[config.mk]
export PLATFORM = sky130hd
export DESIGN_NAME = hilo_muldiv_unit
export DESIGN_NICKNAME = d
export VERILOG_FILES = /design/src/rtl/hilo_muldiv_unit.sv
export SDC_FILE = /design/constraint.sdc
export NUM_CORES = 2
export LEC_CHECK = 0
export CORE_ASPECT_RATIO = 2
export CORE_UTILIZATION = 42
export DETAILED_ROUTE_END_ITERATION = 8
export PLACE_DENSITY_LB_ADDON = 0.08
export SETUP_SLACK_MARGIN = 0.3
export SYNTH_ARGS = -nofsm -noshare
export SYNTH_HDL_FRONTEND = slang
export SYNTH_SLANG_ARGS = --single-unit
[constraint.sdc]
create_clock -name clk -period 18.6 [get_ports clk]
set_input_delay 1.86 -clock clk [delete_from_list [all_inputs] [get_ports clk]]
set_output_delay 1.86 -clock clk [all_outputs]
set_load 0.01 [all_outputs]
[src/rtl/hilo_muldiv_unit.sv]
// HI/LO register file with a multi-cycle MULT/MULTU/DIV/DIVU/MTHI/MTLO engine
// and a combinational forwarding read port.
module hilo_muldiv_unit #(
  parameter int DATA_WIDTH = 32,
  parameter int FWD_STAGES = 2
) (
  input  logic                             clk,
  input  logic                             rst_n,
  input  logic                             op_valid,
  input  logic [2:0]                       op,
  input  logic [DATA_WIDTH-1:0]            op_a,
  input  logic [DATA_WIDTH-1:0]            op_b,
  input  logic                             flush,
  output logic                             busy,
  output logic                             done,
  output logic [DATA_WIDTH-1:0]            res_hi,
  output logic [DATA_WIDTH-1:0]            res_lo,
  output logic                             res_hi_we,
  output logic                             res_lo_we,
  input  logic [FWD_STAGES-1:0]            fwd_hi_we,
  input  logic [FWD_STAGES-1:0]            fwd_lo_we,
  input  logic [FWD_STAGES*DATA_WIDTH-1:0] fwd_hi,
  input  logic [FWD_STAGES*DATA_WIDTH-1:0] fwd_lo,
  input  logic                             wb_hi_we,
  input  logic                             wb_lo_we,
  input  logic [DATA_WIDTH-1:0]            wb_hi,
  input  logic [DATA_WIDTH-1:0]            wb_lo,
  output logic [DATA_WIDTH-1:0]            hi_o,
  output logic [DATA_WIDTH-1:0]            lo_o
);
  localparam int CW = $clog2(DATA_WIDTH + 1);
  localparam logic [DATA_WIDTH-1:0] MOST_NEG = {1'b1, {(DATA_WIDTH-1){1'b0}}};

  typedef enum logic [1:0] {IDLE, MUL, DIV, DONE} state_t;

  state_t                state_q, state_d;
  logic [DATA_WIDTH-1:0] a_q, a_d, b_q, b_d, rem_q, rem_d, quo_q, quo_d;
  logic [DATA_WIDTH-1:0] res_hi_q, res_hi_d, res_lo_q, res_lo_d, hi_q, hi_d, lo_q, lo_d;
  logic                  is_signed_q, is_signed_d, res_hi_we_q, res_hi_we_d, res_lo_we_q, res_lo_we_d;
  logic [CW-1:0]         cnt_q, cnt_d;

  logic                    accept;
  logic [DATA_WIDTH-1:0]   b_mag, step_rem, step_quo;
  logic [DATA_WIDTH:0]     rem_shift, diff;
  logic [2*DATA_WIDTH-1:0] ext_a, ext_b, product;
  logic                    neg_q, neg_r;

  function automatic logic [DATA_WIDTH-1:0] mag(input logic [DATA_WIDTH-1:0] v, input logic s);
    return (s && v[DATA_WIDTH-1]) ? -v : v;
  endfunction

  assign accept = op_valid && (op <= 3'b101) && !flush && (state_q == IDLE || state_q == DONE);

  always_ff @(posedge clk) begin
    if (!rst_n) begin
      state_q     <= IDLE;
      a_q         <= '0;
      b_q         <= '0;
      rem_q       <= '0;
      quo_q       <= '0;
      cnt_q       <= '0;
      is_signed_q <= 1'b0;
      res_hi_q    <= '0;
      res_lo_q    <= '0;
      res_hi_we_q <= 1'b0;
      res_lo_we_q <= 1'b0;
      hi_q        <= '0;
      lo_q        <= '0;
    end else begin
      state_q     <= state_d;
      a_q         <= a_d;
      b_q         <= b_d;
      rem_q       <= rem_d;
      quo_q       <= quo_d;
      cnt_q       <= cnt_d;
      is_signed_q <= is_signed_d;
      res_hi_q    <= res_hi_d;
      res_lo_q    <= res_lo_d;
      res_hi_we_q <= res_hi_we_d;
      res_lo_we_q <= res_lo_we_d;
      hi_q        <= hi_d;
      lo_q        <= lo_d;
    end
  end

  // Flush wins over accept; accept only happens from IDLE or DONE.
  always_comb begin
    state_d = state_q;
    if (flush) begin
      state_d = IDLE;
    end else if (accept) begin
      if (op[2:1] == 2'b00)      state_d = MUL;
      else if (op[2:1] == 2'b01) state_d = DIV;
      else                       state_d = DONE;
    end else begin
      case (state_q)
        MUL:     state_d = DONE;
        DIV:     if (cnt_q == CW'(1)) state_d = DONE;
        DONE:    state_d = IDLE;
        default: state_d = state_q;
      endcase
    end
  end

  always_comb begin
    busy = (state_q == MUL) || (state_q == DIV);
    done = (state_q == DONE);
  end

  assign res_hi    = res_hi_q;
  assign res_lo    = res_lo_q;
  assign res_hi_we = res_hi_we_q;
  assign res_lo_we = res_lo_we_q;

  // Restoring divide: dividend magnitude shifts out of quo_q while quotient bits shift in.
  always_comb begin
    a_d         = a_q;
    b_d         = b_q;
    rem_d       = rem_q;
    quo_d       = quo_q;
    cnt_d       = cnt_q;
    is_signed_d = is_signed_q;
    res_hi_d    = res_hi_q;
    res_lo_d    = res_lo_q;
    res_hi_we_d = res_hi_we_q;
    res_lo_we_d = res_lo_we_q;
    hi_d        = wb_hi_we ? wb_hi : hi_q;
    lo_d        = wb_lo_we ? wb_lo : lo_q;

    b_mag     = mag(b_q, is_signed_q);
    rem_shift = {rem_q, quo_q[DATA_WIDTH-1]};
    diff      = rem_shift - {1'b0, b_mag};
    step_rem  = diff[DATA_WIDTH] ? rem_shift[DATA_WIDTH-1:0] : diff[DATA_WIDTH-1:0];
    step_quo  = {quo_q[DATA_WIDTH-2:0], ~diff[DATA_WIDTH]};
    neg_q     = is_signed_q && (a_q[DATA_WIDTH-1] ^ b_q[DATA_WIDTH-1]);
    neg_r     = is_signed_q && a_q[DATA_WIDTH-1];
    ext_a     = {{DATA_WIDTH{is_signed_q && a_q[DATA_WIDTH-1]}}, a_q};
    ext_b     = {{DATA_WIDTH{is_signed_q && b_q[DATA_WIDTH-1]}}, b_q};
    product   = ext_a * ext_b;

    if (accept) begin
      a_d         = op_a;
      b_d         = op_b;
      is_signed_d = ~op[0];
      rem_d       = '0;
      quo_d       = mag(op_a, ~op[0]);
      cnt_d       = CW'(DATA_WIDTH);
      if (op == 3'b100) begin
        res_hi_d    = op_a;
        res_hi_we_d = 1'b1;
        res_lo_we_d = 1'b0;
      end else if (op == 3'b101) begin
        res_lo_d    = op_a;
        res_hi_we_d = 1'b0;
        res_lo_we_d = 1'b1;
      end
    end else if (!flush) begin
      if (state_q == MUL) begin
        res_hi_d    = product[2*DATA_WIDTH-1:DATA_WIDTH];
        res_lo_d    = product[DATA_WIDTH-1:0];
        res_hi_we_d = 1'b1;
        res_lo_we_d = 1'b1;
      end else if (state_q == DIV) begin
        rem_d = step_rem;
        quo_d = step_quo;
        cnt_d = cnt_q - CW'(1);
        if (cnt_q == CW'(1)) begin
          res_hi_we_d = 1'b1;
          res_lo_we_d = 1'b1;
          if (b_q == '0) begin
            res_lo_d = '1;
            res_hi_d = a_q;
          end else if (is_signed_q && a_q == MOST_NEG && b_q == '1) begin
            res_lo_d = MOST_NEG;
            res_hi_d = '0;
          end else begin
            res_lo_d = neg_q ? -step_quo : step_quo;
            res_hi_d = neg_r ? -step_rem : step_rem;
          end
        end
      end
    end
  end

  // Youngest stage wins, so scan from the oldest and let lower indices overwrite.
  always_comb begin
    hi_o = wb_hi_we ? wb_hi : hi_q;
    lo_o = wb_lo_we ? wb_lo : lo_q;
    for (int i = FWD_STAGES - 1; i >= 0; i--) begin
      if (fwd_hi_we[i]) hi_o = fwd_hi[i*DATA_WIDTH +: DATA_WIDTH];
      if (fwd_lo_we[i]) lo_o = fwd_lo[i*DATA_WIDTH +: DATA_WIDTH];
    end
  end
endmodule
==> results.py <==
metrics = {
    "setup_path": {
        "crit_type": "flip-flop to flip-flop",
        "crit_fanout": 27,
        "endpoint_kind": "flip-flop",
        "crit_path_start": "is_signed_q",
        "crit_arrival_ns": 10.66,
        "reg2reg_from": "is_signed_q",
        "rrSetupSlack_ns": 8.50,
        "rr_endpoint": "res_hi[30]",
        "cp_common_cell": "fa_1",
        "slowest_stage": "o31ai_1",
        "required_ns": 19.16,
        "cp-start-kind": "flip-flop",
        "worst-r2r-cell-count": 27,
        "slowest_delay_ns": 0.91,
    },
    "yosys": {
        "yosysSeqAreaShare_pct": 9.572,
        "synth_cell_types": 95,
        "avgSynthCellArea_um2": 8.515,
        "synth_flop_cell": "dfxtp_1",
        "synth_async_sr_flop_share_pct": 0,
        "synthesis.area_um2": 55840,
        "syn-num-nets": 8208,
        "ys.warnings.count": 0,
        "synth_edf_count": 0,
        "yosys_register_bits": 267,
        "synthCells": 6558,
    },
    "layout": {
        "fill_cells": 13100,
        "drive_above_1_share_pct": 4.410,
        "areaGrowthSynthToFinish_pct": 11.70,
        "multi_input_area_um2": 44510,
        "utilization_pct": 47.44,
        "final_common_cell": "inv_1",
        "layout_common_cells": "inv_1 (1,166), fa_1 (1,126), nand2_1 (1,027)",
        "regArea_um2": 5350,
        "nNetsFinal": 8315,
    },
    "placement": {
        "gp_congestion": 0.9828,
        "dp_hpwl_mm": 160.6,
        "portBuffers": 400,
    },
    "pwr": {
        "p_int_mw": 1.423,
        "comb_power_share_pct": 46.7,
        "ir_worst_vdd_v": 0.00008741,
        "powerDensity_nw_per_um2": 40.27,
        "switching_share_pct": 43.35,
        "seq_power_share_pct": 25.0,
        "power_frac_clock_pct": 28.2,
        "p_sw_mw": 1.089,
        "p_leak_nw": 28.57,
    },
    "clock_network": {
        "cts_resized": 0,
        "htreeDepth": 1,
        "ctsHoldBuffers": 0,
        "clk_pin_slew_ns": 0.07,
        "root_buffer": "clkbuf_16",
        "clock_path_buffers": 3,
        "tritoncts": "built",
        "cts_sinks": 267,
        "clock_latency_ns": 0.69,
        "post-cts-setup-buffers": 0,
        "cts_buffers": 30,
    },
    "sta": {
        "max_slew.worst_pin.slew_ns": 1.191,
        "period_share_pct": 54.32,
        "fin_setup_tns_ns": 0,
        "rsz0062_at_grt": "false",
        "setup-violations-final": 0,
        "min_period_ns": 10.10,
        "relSlewSlack_pct": 19.76,
        "finalHoldViolations": 0,
        "clock_skew_ns": 0.04455,
        "drv_slew": 0,
        "fmax_mhz": 98.98,
    },
    "grt": {
        "grt_pass1_wl_mm": 308.7,
        "globalRoute.totalOverflow": 0,
        "grt_max_degree": 142,
        "grt_util_met2_pct": 57.57,
        "grt_pass1_vias": 50390,
        "antenna_found_initial": 11,
        "grt_util_met3_pct": 3.462,
        "grt_usage_pct": 30.94,
        "use_met1_pct": 32.03,
        "grt.busiest_layer": "met2",
    },
    "hold_path": {
        "hp-start": "a_q[5]",
        "hold_path_depth": 2,
        "min_to": "a_q[5]",
        "min_path_type": "flip-flop to flip-flop",
    },
    "detailed_routing": {
        "first_pass_iters": 5,
        "vias_per_cell": 5.548,
        "wire_per_inst_um": 24.39,
        "vias": 46650,
        "ant_nets": 0,
        "drt_iter0_drc": 2431,
        "route.detailed.drc": 0,
        "wl_mm": 205.0,
    },
    "die": {
        "ios": 401,
        "rows": 188,
        "dieHeight_um": 517.7,
        "fp.dieW_um": 259.8,
        "core_area_um2": 131500,
        "dieArea_um2": 134500,
        "initial_core_util_pct": 42.47,
    },
    "flow_run": {
        "cap_violations": 0,
    },
    "run_status": {
        "outcome": "finished, final reports clean",
    },
}
-- stage by stage --
| stage | area [µm²] | cells | hold WS, ns | setup WS (ns) | power [mW] |
|---|---|---|---|---|---|
| 2_1_floorplan | 55840 | 6558 | 0.4394 | 9.897 | 1.310 |
| 3_3_place_gp | 61230 | 8343 | 0.4433 | 8.697 | 1.797 |
| 3_5_place_dp | 61230 | 8343 | 0.4474 | 8.593 | 1.794 |
| 4_1_cts | 62350 | 8399 | 0.4568 | 8.555 | 2.521 |
| 5_1_grt | 62360 | 8403 | 0.4723 | 8.043 | 2.625 |
| 6_report | 62370 | 8407 | 0.4564 | 8.497 | 2.512 |
-- kinds of logic after synthesis --
logic type	synth area share [%]
AO/OA/AOI/OAI	10.42
adder cells (fa/ha/maj)	46.08
AND/OR/NAND/NOR	16.87
buffers and inverters	10.85
XOR/XNOR	3.153
multiplexers	3.052
flip-flops	9.572
-- registers in the layout, summed over array words and instances (netlist names) --
name,count
cnt_q,6
is_signed_q,1
res_hi_we,1
rem_q,32
a_q,32
quo_q,32
lo_q,32
res_hi,32
res_lo_we,1
state_q,2
res_lo,32
hi_q,32
b_q,32
-- power by group through the flow --
stage | clock network, mW | registers [mW] | logic [mW]
after global placement | 0 | 0.641 | 1.16
after CTS | 0.730 | 0.628 | 1.16
after detailed placement | 0 | 0.641 | 1.15
final | 0.709 | 0.629 | 1.17
after global routing | 0.743 | 0.631 | 1.25
after floorplan | 0 | 0.632 | 0.679
-- cell usage after synthesis (68+ instances only) --
master,number,area share (%)
and2_1,413,4.6
mux2i_1,96,1.7
a21oi_1,269,2.4
dfxtp_1,267,9.6
inv_1,1167,7.8
nor2_1,283,1.9
o21ai_0,211,1.9
buf_1,68,0.46
ha_1,255,5.7
xnor2_1,136,2.1
fa_1,1126,40
clkbuf_1,353,2.4
a211oi_1,79,1.1
nand2_1,1027,6.9
-- layout make-up --
type,count,share of cell area (%)
antenna,8,0.03210
clock buffer,36,1.288
clock inverter,20,0.5235
inverter,1168,7.033
multi-input combinational,4685,71.35
sequential,267,8.577
tap,1710,3.430
timing repair buffer,513,7.763
-- critical path: cells and delay by family (launching register included) --
| family | cells | cell delay [ns] |
|---|---|---|
| compound gates | 6 | 2.32 |
| fa+ha+maj | 9 | 4.43 |
| buf+inv | 7 | 1.58 |
| flops | 1 | 0.40 |
| mux | 1 | 0.25 |
| simple gates | 4 | 0.96 |
-- per-layer routing --
metal,part of all wire (%),vias up
met4,8.0,0
met2,53,1717
li1,-,20480
met3,5.2,597
met5,0,-
met1,33,23850
-- worst max-delay path by stage --
stage / end / cells after the start
floorplan: res_hi[27] / 29
global placement: res_hi[30] / 27
detailed placement: res_hi[30] / 27
CTS: res_hi[30] / 27
global route: res_hi[30] / 27
finish: res_hi[30] / 27
(Power assumes the default switching activity.)
